**src/rtl/sample02_pkg.sv**
```systemverilog
// Shared constants for the sample02 lane-parallel pipelined evaluator.
package sample02_pkg;

  localparam int unsigned LATENCY = 3;
  localparam int unsigned W_MAX   = 64;

endpackage

```
**src/rtl/sample02_pipe_stage.sv**
```systemverilog
// Generic valid/data register slice; loads when empty or when downstream advances.
module sample02_pipe_stage #(
  parameter int unsigned DW = 1
) (
  input  logic          clk,
  input  logic          rst,
  input  logic          up_valid,
  input  logic [DW-1:0] data_in,
  input  logic          down_en,
  output logic          valid,
  output logic [DW-1:0] data_out,
  output logic          en
);

  logic          r_valid;
  logic [DW-1:0] r_data;

  assign en       = ~r_valid | down_en;
  assign valid    = r_valid;
  assign data_out = r_data;

  always_ff @(posedge clk or negedge rst) begin
    if (!rst) begin
      r_valid <= 1'b0;
      r_data  <= '0;
    end else if (en) begin
      r_valid <= up_valid;
      r_data  <= data_in;
    end
  end

endmodule

```
**src/rtl/sample02_pipe.sv**
```systemverilog
// Three-stage valid/ready pipeline computing o = !(d&e&k), p = !k per lane,
// with k = (c|a|b|(b&d)) & (e|a|b|(b&d)).
module sample02_pipe
  import sample02_pkg::*;
#(
  parameter int unsigned W = 1
) (
  input  logic         clk,
  input  logic         rst,
  input  logic         in_valid,
  output logic         in_ready,
  input  logic [W-1:0] a,
  input  logic [W-1:0] b,
  input  logic [W-1:0] c,
  input  logic [W-1:0] d,
  input  logic [W-1:0] e,
  output logic         out_valid,
  input  logic         out_ready,
  output logic [W-1:0] o,
  output logic [W-1:0] p
);

  // Structs live here because their width follows the W parameter.
  typedef struct packed {
    logic [W-1:0] c;
    logic [W-1:0] h;
    logic [W-1:0] j;
    logic [W-1:0] m;
  } s1_t;

  typedef struct packed {
    logic [W-1:0] k;
    logic [W-1:0] m;
  } s2_t;

  typedef struct packed {
    logic [W-1:0] o;
    logic [W-1:0] p;
  } s3_t;

  s1_t          w_s1_d, w_s1_q;
  s2_t          w_s2_d, w_s2_q;
  s3_t          w_s3_d, w_s3_q;
  logic         w_v1, w_v2, w_v3;
  logic         w_en1, w_en2, w_en3;
  logic [W-1:0] w_f, w_g;

  assign w_f      = a | b;
  assign w_g      = b & d;
  assign w_s1_d.c = c;
  assign w_s1_d.h = w_f | w_g;
  assign w_s1_d.j = e | w_f | w_g;
  assign w_s1_d.m = d & e;

  assign w_s2_d.k = (w_s1_q.c | w_s1_q.h) & w_s1_q.j;
  assign w_s2_d.m = w_s1_q.m;

  assign w_s3_d.o = ~(w_s2_q.m & w_s2_q.k);
  assign w_s3_d.p = ~w_s2_q.k;

  sample02_pipe_stage #(.DW($bits(s1_t))) u_s1 (
    .clk      (clk),
    .rst      (rst),
    .up_valid (in_valid),
    .data_in  (w_s1_d),
    .down_en  (w_en2),
    .valid    (w_v1),
    .data_out (w_s1_q),
    .en       (w_en1)
  );

  sample02_pipe_stage #(.DW($bits(s2_t))) u_s2 (
    .clk      (clk),
    .rst      (rst),
    .up_valid (w_v1),
    .data_in  (w_s2_d),
    .down_en  (w_en3),
    .valid    (w_v2),
    .data_out (w_s2_q),
    .en       (w_en2)
  );

  sample02_pipe_stage #(.DW($bits(s3_t))) u_s3 (
    .clk      (clk),
    .rst      (rst),
    .up_valid (w_v2),
    .data_in  (w_s3_d),
    .down_en  (out_ready),
    .valid    (w_v3),
    .data_out (w_s3_q),
    .en       (w_en3)
  );

  assign in_ready  = w_en1;
  assign out_valid = w_v3;
  assign o         = w_s3_q.o;
  assign p         = w_s3_q.p;

endmodule
```
**config.mk**
```make
export PLATFORM = sky130hd
export DESIGN_NAME = sample02_pipe
export DESIGN_NICKNAME = d
export VERILOG_FILES = /design/src/rtl/sample02_pkg.sv /design/src/rtl/sample02_pipe_stage.sv /design/src/rtl/sample02_pipe.sv
export SDC_FILE = /design/constraint.sdc
export NUM_CORES = 1
export LEC_CHECK = 0
export ABC_AREA = 0
export ABC_CLOCK_PERIOD_IN_PS = 2800
export BUFFER_PORTS_ARGS = -buffer_cell sky130_fd_sc_hd__clkbuf_2
export CORE_AREA = 2 2 39 41
export DETAILED_ROUTE_END_ITERATION = 10
export DIE_AREA = 0 0 41 43
export PLACE_DENSITY = 0.67
export SKIP_LAST_GASP = 1
export SLEW_MARGIN = 0
export SYNTH_ARGS = -nofsm -noshare
export SYNTH_HDL_FRONTEND = slang
export SYNTH_SLANG_ARGS = --single-unit
export TNS_END_PERCENT = 1
```
**constraint.sdc**
```tcl
create_clock -name clk -period 2.8 [get_ports clk]
set_input_delay 0.14 -clock clk [delete_from_list [all_inputs] [get_ports clk]]
set_output_delay 0.14 -clock clk [all_outputs]
set_load 0.03 [all_outputs]
```
==> out/metrics.csv, run 1 <==
stage,metric,value,unit
timing,final setup vio count,0,
final_layout,"Net count, final",60,
clock_tree,Hold Buf Count CTS,1,
pwr,Switch Pwr,97.30,uW
pwr,Clock Power Share,29.3,%
synthesis,top_reg_cell synth,dfrtp_1,
clock_tree,clock tree buffer depth,2,
synthesis,Yosys reg bits,11,
grt,grt ovf,0,
timing,"Slew Viols, Final",0,
drt,Total Wirelength,711,um
synthesis,sequential area share after synthesis,60.11,%
clock_tree,Num CTS Buffers,3,
clock_tree,# Post-CTS Setup Buffers,0,
grt,largest net degree at the start of global routing,12,
synthesis,"Cell Area, Synth",457.9,um2
synthesis,leading area contributor after synthesis,dfrtp_1,
floorplanning,I/O pin total,13,
clock_tree,clock tree sinks,11,
timing,minimum clock period after layout,1260,ps
pwr,maximum vdd drop,0.2436,mV
pwr,Reg power frac,52.6,%
timing,RSZ-0062 raised after global routing,false,
placement,"Cell Area, Placed",538.0,um2
timing,setup_tns,0,ps
synthesis,post-synth top area share,60.11,%
synthesis,synth unique cells,14,
final_layout,Final Cell Area,574.3,um2
drt,Routed Antenna Nets,0,
clock_tree,H-tree lvl count,1,
grt,vias in the first global route,288,
grt,Overall Global Routing Usage,10.87,%
timing,Max Freq,0.7936,GHz
pwr,Pleak,0.2967,nW
critical_path,worst endpoint required time,2660,ps
drt,First DRT Iteration DRCs,1,
clock_tree,TritonCTS clock tree,yes,
drt,DR vias/cell,4.515,
timing,measured slew at the worst slew-check pin,272.1,ps
placement,GP Congestion,0.6105,
floorplanning,die height,43,um
critical_path,type of the worst setup path,reg -> out,
hold_path,worst min path class,in -> reg,
synthesis,share of async-settable or async-resettable flops after synthesis,100.0,%
final_layout,Synth-to-Final Area Change,25.41,%
grt,first-pass GRT wire length,1193,um
synthesis,most common cell in the netlist,dfrtp_1,
outcome,status,completed,
critical_path,CP Capture Type,output port,
pwr,Net Sw Frac,27.16,%
final_layout,share of cells above drive strength 1,40.00,%
floorplanning,FP Rows,14,
floorplanning,Core ar.,1384,um2
synthesis,top cell types by occurrence after synthesis,"dfrtp_1, nand2b_1, inv_1, mux2i_1",
pwr,Power Internal,260.9,uW
placement,I/O Buffers,12,
clock_tree,Post-CTS Resized,0,
critical_path,critical path launch point type,flip-flop,
final_layout,ant diodes,0,
flow_run,max cap viols,0,
synthesis,Yosys warning total,0,
critical_path,CP Max Fanout,6,
synthesis,number of flops mapped to enable cells by yosys,0,
clock_tree,clk slew on worst S/H paths,70,ps
timing,worst relative slew slack,81.86,%
synthesis,Avg Inst Size Synth,13.88,um2
timing,Fin. Hold Viols,0,
synthesis,syn_nets,42,
floorplanning,DIE WIDTH,41,um
timing,final setup skew,1.764,ps
pwr,combinational share of power,18.0,%
floorplanning,starting density of the core,33.09,%
drt,DR WL/cell,10.77,um
floorplanning,Die ar.,1763,um2
grt,initial antenna violation count,0,
timing,fin crit share,45.00,%
clock_tree,clk_lat worst skew,260,ps
drt,Vias,298,
drt,DRC,0,
synthesis,Area contributors post-synth,"dfrtp_1, mux2i_1, mux2_4, nand2b_1, nand4b_4",
clock_tree,CTS Root Buffer Type,clkbuf_4,
final_layout,fillers,141,
pwr,power per standard cell area,623.8,nW/um2
critical_path,CP Data Arrival Time,1120,ps
drt,First-pass DRT Iterations,3,
synthesis,synthesized netlist cell count,33,
[cell families (layout without fill, tap and decap cells)]
group	count (synthesis)	in the layout	synth area share [%]
flops	11	11	60.11
mux	7	7	18.03
simple gates	10	10	16.94
buf+inv	3	20	2.459
compound gates	2	2	2.459
[stage by stage]
step	hold slack (ps)	worst slack [ps]	total power, mW	utilization [%]	instances
after global routing	54.94	1449	0.3824	41.50	66
final	62.43	1540	0.3582	41.50	66
after global placement	25.67	1725	0.2562	38.88	61
after floorplan	-155.6	1450	0.2342	-	33
after CTS	56.14	1508	0.3676	41.50	66
after detailed placement	35.99	1711	0.2572	38.88	61
[placed cells by master, fill, tap and decap left out]
cell type | netlist | layout
nand4b_4 | 1 | 1
nor2_1 | 1 | 1
dlygate4sd3_1 | 0 | 1
mux2_2 | 2 | 2
nand2b_1 | 4 | 4
o21ai_0 | 1 | 1
a31oi_1 | 1 | 1
nand2_1 | 1 | 1
inv_1 | 3 | 3
clkbuf_1 | 0 | 1
mux2i_1 | 3 | 3
dfrtp_1 | 11 | 11
mux2_4 | 2 | 2
nand3b_1 | 1 | 1
clkbuf_4 | 0 | 3
nor3b_1 | 1 | 1
or3_1 | 1 | 1
clkbuf_2 | 0 | 12
[layer usage]
metal / track usage, % / part of all wire [%]
met2: 14.37 / 45
met3: 3.141 / 6.2
met4: 12.00 / 1.4
met1: 12.37 / 47
met5: 0 / 0
[cell type report]
class                   instances  area [um2]  share of cell area, %
clock buffers                   4       26.28                  4.575
inverters                       3       11.26                  1.961
multi-input cells              19       171.4                  29.85
flip-flops and latches         11       275.3                  47.93
well taps                      16       20.02                  3.486
repair buffers                 13       70.07                  12.20
[worst max-delay path, cell delays in order, from the launching register on]
cell and delay, ps:
dfrtp_1 440, nand4b_4 190, clkbuf_2 230
[sequential cells by signal, summed over array words and instances (netlist names)]
register       count
u_s2.data_out      2
u_s3.data_out      2
u_s1.valid         1
u_s2.valid         1
u_s1.data_out      4
u_s3.valid         1
[power by group through the flow]
stage / Sequential (mW) / Combinational (mW) / Clock [mW]
6_report: 0.189 / 0.0646 / 0.105
2_1_floorplan: 0.203 / 0.0309 / 0
3_5_place_dp: 0.192 / 0.0649 / 0
4_1_cts: 0.189 / 0.0662 / 0.112
5_1_grt: 0.191 / 0.0709 / 0.120
3_3_place_gp: 0.192 / 0.0643 / 0
[worst paths after layout]
| path | end | startpoint | depth (start not counted) | slack (ps) |
|---|---|---|---|---|
| worst max-delay path | in_ready | u_s3.valid | 2 | 1540 |
| worst min-delay path | u_s1.valid | in_valid | 2 | 60 |
| worst max register to register | u_s2.data_out[0] | u_s3.valid | 2 | 1710 |
| worst min register to register | u_s3.data_out[1] | u_s2.data_out[1] | 1 | 460 |
| max in group asynchronous | u_s3.valid | rst | 2 | 2300 |
| min in group asynchronous | u_s2.valid | rst | 2 | 280 |
Power figures use the tool's default switching activity.
==> run 2, diff against run 1 <==
--- a/config.mk
+++ b/config.mk
@@ -6,12 +6,12 @@
 export NUM_CORES = 1
 export LEC_CHECK = 0
 export ABC_AREA = 0
-export ABC_CLOCK_PERIOD_IN_PS = 2800
+export ABC_CLOCK_PERIOD_IN_PS = 1000
 export BUFFER_PORTS_ARGS = -buffer_cell sky130_fd_sc_hd__clkbuf_2
 export CORE_AREA = 2 2 39 41
 export DETAILED_ROUTE_END_ITERATION = 10
 export DIE_AREA = 0 0 41 43
-export PLACE_DENSITY = 0.67
+export PLACE_DENSITY = 0.69
 export SKIP_LAST_GASP = 1
 export SLEW_MARGIN = 0
 export SYNTH_ARGS = -nofsm -noshare
==> constraint.sdc (replaced) <==
create_clock -name clk -period 1 [get_ports clk]
set_input_delay 0.05 -clock clk [delete_from_list [all_inputs] [get_ports clk]]
set_output_delay 0.05 -clock clk [all_outputs]
set_load 0.03 [all_outputs]
==> run 2 against run 1 <==
The flow now finishes with violations (negative setup slack). Die area unchanged. Global-route usage increased by 1.9 points. Combinational power increased to 3.8 times the previous value. Clock-buffer cell count unchanged.
==> out/metrics.csv, run 2 (synthesized netlist as in run 1, its figures left out) <==
stage,metric,value,unit,change
drt,Vias,326,,+9.4%
timing,minimum clock period after layout,1097,ps,
final_layout,"Core Util, Final",48.19,%,+6.7 points
critical_path,CP top delay family,flip-flops,,
outcome,failing checks,negative setup slack,,
timing,Fin Hold WS,15.97,ps,-46.45 ps
critical_path,crit path max-delay cell type,dfrtp_2,,
drt,DR WL/cell,11.45,um,+6.2%
timing,final setup vio count,9,,+9
floorplanning,FP Rows,14,,unchanged
timing,"Slew Viols, Final",0,,unchanged
pwr,power per standard cell area,1593,nW/um2,+160%
placement,GP Congestion,0.5911,,-3.2%
floorplanning,die height,43,um,unchanged
pwr,Power Internal,779.8,uW,+200%
critical_path,Crit path buffers/inverters,1,,unchanged
pwr,Design Power,1.062,mW,+200%
grt,initial antenna violation count,0,,unchanged
floorplanning,Core ar.,1384,um2,unchanged
placement,I/O Buffers,12,,unchanged
pwr,combinational share of power,23.2,%,+5.2 points
final_layout,Final Cell Area,666.9,um2,+16%
grt,Overall Global Routing Usage,12.77,%,+1.9 points
critical_path,CP Data Arrival Time,1240,ps,+120 ps
drt,DRC,0,,unchanged
drt,First-pass DRT Iterations,4,,+1
grt,grt ovf,0,,unchanged
final_layout,Largest register FFs,4,,unchanged
clock_tree,clock tree sinks,11,,unchanged
pwr,Reg power frac,49.7,%,-2.9 points
placement,worst slack at placement,-9.967,ps,-1721 ps
clock_tree,clk slew on worst S/H paths,60,ps,about the same
timing,fin crit share,109.7,%,
timing,measured slew at the worst slew-check pin,282.2,ps,+10.08 ps
final_layout,Synth-to-Final Area Change,45.63,%,
critical_path,type of the worst setup path,reg -> reg,,
grt,first-pass GRT wire length,1442,um,+21%
drt,First DRT Iteration DRCs,3,,+2
timing,final setup skew,0.6727,ps,-1.091 ps
grt,largest net degree at the start of global routing,12,,unchanged
clock_tree,TritonCTS clock tree,yes,,
timing,Fin. Hold Viols,0,,unchanged
floorplanning,I/O pin total,13,,unchanged
grt,vias in the first global route,343,,+19%
final_layout,Finished Layout Cells,74,,+12%
final_layout,share of cells above drive strength 1,50.00,%,+10 points
timing,Max Freq,0.9114,GHz,
critical_path,"Largest stage delay, worst path",430,ps,about the same
floorplanning,DIE WIDTH,41,um,unchanged
critical_path,worst endpoint required time,1150,ps,-1510 ps
floorplanning,Die ar.,1763,um2,unchanged
final_layout,"commonest non-fill, non-tap cell in the layout",clkbuf_2,,
placement,DP HPWL,642.3,um,
hold_path,worst min path class,in -> reg,,
clock_tree,clock tree buffer depth,2,,unchanged
grt,met3 Usage GRT,3.665,%,+0.52 points
final_layout,ant diodes,0,,unchanged
final_layout,"Net count, final",68,,+13%
flow_run,max cap viols,0,,unchanged
drt,Routed Antenna Nets,0,,unchanged
critical_path,CP Capture Type,flip-flop,,
drt,DR vias/cell,4.405,,-2.4%
grt,Global Route met2 Usage,19.38,%,+5.0 points
timing,post-route worst setup slack,-97.17,ps,-1637 ps
final_layout,most frequent cells in the layout,"clkbuf_2, dfrtp_1, buf_4",,
clock_tree,H-tree lvl count,1,,unchanged
clock_tree,CTS Root Buffer Type,clkbuf_4,,
drt,Total Wirelength,847,um,+19%
pwr,Pleak,0.3484,nW,+17%
placement,"Cell Area, Placed",561.8,um2,+4.4%
grt,met1 Use GR,13.91,%,+1.5 points
critical_path,worst path cell trace,"buf_6, nand3b_1, mux2_4",,
placement,DP Cell Count,64,,+4.9%
pwr,maximum vdd drop,0.5985,mV,+150%
critical_path,critical path launch point type,flip-flop,,
pwr,Switch Pwr,282.4,uW,+190%
clock_tree,clk_lat worst skew,260,ps,about the same
floorplanning,starting density of the core,33.09,%,unchanged
timing,RSZ-0062 raised after global routing,true,,
timing,worst relative slew slack,81.19,%,-0.67 points
grt,busiest layer in global routing,met2,,
outcome,status,"complete, but fails checks",,
timing,setup_tns,-542.4,ps,-542.4 ps
clock_tree,Num CTS Buffers,3,,unchanged
critical_path,CP Max Fanout,4,,-2
pwr,Clock Power Share,27.0,%,-2.3 points
pwr,Net Sw Frac,26.59,%,-0.57 points
==> run 2: worst paths after layout <==
kind                                   from                to  slack [ps]  cells after the start
min in group asynchronous               rst        u_s2.valid         190                      2
max reg2reg                      u_s3.valid  u_s2.data_out[0]        -100                      3
max in group asynchronous               rst        u_s3.valid         570                      2
min                                       d  u_s1.data_out[0]          20                      3
min reg2reg                u_s2.data_out[0]  u_s3.data_out[1]         460                      1
max                              u_s3.valid  u_s2.data_out[0]        -100                      3
==> run 2: layout make-up <==
| type | instances | area (um2) |
|---|---|---|
| fillers | 125 | 716.9 |
| flip-flops and latches | 11 | 276.5 |
| multi-input cells | 19 | 182.7 |
| repair buffers | 21 | 150.1 |
| clock buffers | 4 | 26.28 |
| well taps | 16 | 20.02 |
| inverters | 3 | 11.26 |
==> run 2: power groups by stage <==
stage               combinational, mW  sequential (mW)  clock [mW]
CTS                             0.248            0.530       0.302
global placement                0.194            0.537           0
finish                          0.247            0.528       0.287
floorplan                      0.0866            0.570           0
detailed placement              0.199            0.540           0
global route                    0.269            0.538       0.325
==> run 2: tightest hold or removal path, stage by stage <==
cell and delay, ps:
clkbuf_2 80, nand2_1 50, mux2i_1 60
==> run 2: what timing repair did <==
item | 4_1_cts | 5_1_grt
setup endpoints to repair | 4 | 10
hold buffers | 2 | 0
hold endpoints to repair | 12 | 0
pin swaps | 2 | 1
gates resized for setup | 6 | 1
setup buffers | 4 | 0
==> run 2: layer usage <==
metal,share of wire (%),wire (um),vias to the layer above
met5,0,0,-
met4,3.1,26,0
met3,5.8,49,4
met2,51,429,10
met1,40,342,149
li1,-,-,163
==> run 3, diff against run 2 <==
--- a/config.mk
+++ b/config.mk
@@ -8,10 +8,9 @@
 export ABC_AREA = 0
 export ABC_CLOCK_PERIOD_IN_PS = 1000
 export BUFFER_PORTS_ARGS = -buffer_cell sky130_fd_sc_hd__clkbuf_2
-export CORE_AREA = 2 2 39 41
+export CORE_UTILIZATION = 35
 export DETAILED_ROUTE_END_ITERATION = 10
-export DIE_AREA = 0 0 41 43
-export PLACE_DENSITY = 0.69
+export PLACE_DENSITY = 0.7
 export SKIP_LAST_GASP = 1
 export SLEW_MARGIN = 0
 export SYNTH_ARGS = -nofsm -noshare
==> run 3 against run 2 <==
The flow still finishes with violations (negative setup slack). Sequential share of layout area rose by 3.5 points. Register-to-register slack improved by 80 ps. First-iteration DRC count fell by 67%. Sequential power barely moved. Design area fell by 7.7%. Combinational power fell by 16%. Largest cell class unchanged. Highest routed layer is now met3.
==> out/metrics.csv, run 3 (synthesized netlist as in run 1, its figures left out) <==
stage,metric,value,unit,change
outcome,status,"complete, but fails checks",,
grt,vias in the first global route,307,,-10%
timing,post-route worst setup slack,-68.38,ps,+28.79 ps
placement,DP Cell Count,62,,-3.1%
placement,DP HPWL,527.8,um,-18%
critical_path,critical path launch point type,flip-flop,,
pwr,maximum vdd drop,0.7220,mV,+21%
final_layout,most frequent cells in the layout,"clkbuf_2, dfrtp_1, nand2b_1",,
placement,worst slack at placement,-11.62,ps,-1.651 ps
hold_path,hold_sp,d,,
final_layout,Largest register FFs,4,,unchanged
timing,setup_tns,-131.8,ps,+410.5 ps
placement,I/O Buffers,12,,unchanged
final_layout,fillers,96,,-23%
critical_path,RR Startpoint,u_s3.valid,,
critical_path,CP Data Arrival Time,1020,ps,-220 ps
floorplanning,die height,38.17,um,-11%
clock_tree,CTS Root Buffer Type,clkbuf_4,,
timing,worst relative slew slack,82.03,%,+0.84 points
critical_path,CP Max Fanout,5,,+1
floorplanning,Core ar.,1156,um2,-16%
final_layout,ant diodes,0,,unchanged
grt,largest net degree at the start of global routing,12,,unchanged
critical_path,CP Capture Type,output port,,
pwr,Design Power,1.022,mW,-3.7%
grt,grt ovf,0,,unchanged
drt,First DRT Iteration DRCs,1,,-2
critical_path,type of the worst setup path,reg -> out,,
clock_tree,TritonCTS clock tree,yes,,
clock_tree,clock tree buffer depth,2,,unchanged
drt,Routed Antenna Nets,0,,unchanged
timing,Fin Hold WS,12.09,ps,-3.883 ps
timing,final setup skew,1.046,ps,+0.3732 ps
clock_tree,clock tree sinks,11,,unchanged
drt,DR vias/cell,4.485,,+1.8%
final_layout,share of cells above drive strength 1,44.44,%,-5.6 points
timing,final setup vio count,4,,-5
critical_path,crit path from,u_s3.valid,,
drt,Vias,305,,-6.4%
final_layout,"Core Util, Final",53.25,%,+5.1 points
grt,Overall Global Routing Usage,12.05,%,-0.72 points
final_layout,Finished Layout Cells,68,,-8.1%
floorplanning,DIE WIDTH,38.17,um,-6.9%
timing,fin crit share,106.8,%,-2.9 points
timing,"Slew Viols, Final",0,,unchanged
pwr,Pleak,0.3158,nW,-9.4%
floorplanning,I/O pin total,13,,unchanged
pwr,power per standard cell area,1661,nW/um2,+4.3%
final_layout,"Net count, final",64,,-5.9%
timing,Fin. Hold Viols,0,,unchanged
final_layout,Final Cell Area,615.6,um2,-7.7%
flow_run,max cap viols,0,,unchanged
timing,RSZ-0062 raised after global routing,true,,
timing,Max Freq,0.9360,GHz,+2.7%
drt,Total Wirelength,702,um,-17%
timing,minimum clock period after layout,1068,ps,-28.79 ps
drt,DRC,0,,unchanged
clock_tree,clk slew on worst S/H paths,70,ps,about the same
grt,first-pass GRT wire length,1193,um,-17%
timing,measured slew at the worst slew-check pin,269.5,ps,-12.67 ps
drt,DR WL/cell,10.32,um,-9.8%
floorplanning,starting density of the core,39.61,%,+6.5 points
clock_tree,H-tree lvl count,1,,unchanged
grt,initial antenna violation count,0,,unchanged
final_layout,"commonest non-fill, non-tap cell in the layout",clkbuf_2,,
floorplanning,FP Rows,12,,-2
outcome,failing checks,negative setup slack,,
placement,GP Congestion,0.6888,,+17%
critical_path,worst endpoint required time,950,ps,-200 ps
placement,"Cell Area, Placed",559.3,um2,-0.45%
clock_tree,Num CTS Buffers,3,,unchanged
floorplanning,Die ar.,1457,um2,-17%
clock_tree,# Post-CTS Setup Buffers,0,,-4
final_layout,Synth-to-Final Area Change,34.43,%,
drt,First-pass DRT Iterations,2,,-2
clock_tree,clk_lat worst skew,260,ps,about the same
hold_path,worst min path class,in -> reg,,
[run 3: changes by cell type in the layout (fill, tap and decap cells not counted)]
cell / before / now
buf_4: 5 / 3
buf_6: 2 / 0
mux2_2: 1 / 2
mux2_4: 3 / 2
nand2b_1: 3 / 4
nand2b_4: 1 / 0
[run 3: critical path: stages (launching register included)]
cell and delay (ps):
dfrtp_2 410, nand4b_4 170, buf_8 180
[run 3: worst paths after layout]
check | end | slack (ps) | cells past startpoint
max | in_ready | -70 | 2
min | u_s1.data_out[0] | 10 | 3
max reg2reg | u_s2.data_out[0] | -20 | 2
min reg2reg | u_s3.data_out[1] | 450 | 1
max in group asynchronous | u_s3.valid | 580 | 2
min in group asynchronous | u_s3.data_out[1] | 200 | 2
[run 3: report_power, final]
part | internal [mW] | total [mW] | switching, mW
Clock | 0.154 | 0.287 | 0.133
Sequential | 0.496 | 0.529 | 0.0325
Combinational | 0.102 | 0.207 | 0.105
Total | 0.752 | 1.02 | 0.270
[run 3: cell type report]
type                       count  area [um2]  share of cell area, %
clock buffer                   4       26.28                  4.268
inverter                       3       11.26                  1.829
multi-input combinational     19       171.4                  27.85
sequential                    11       276.5                  44.92
tap                           14       17.52                  2.846
timing repair buffer          17       112.6                  18.29
[run 3: per-layer routing]
metal	global-route usage, %	vias up	wire length, um
met3	3.488	0	34
met5	0	-	0
met4	5.357	0	0
met1	15.47	138	349
met2	18.64	9	319
li1	-	158	-
[run 3: timing repair]
item,in CTS,in global routing
setup endpoints to repair,5,7
gates resized for setup,2,1
hold endpoints to repair,12,0
hold buffers,2,0
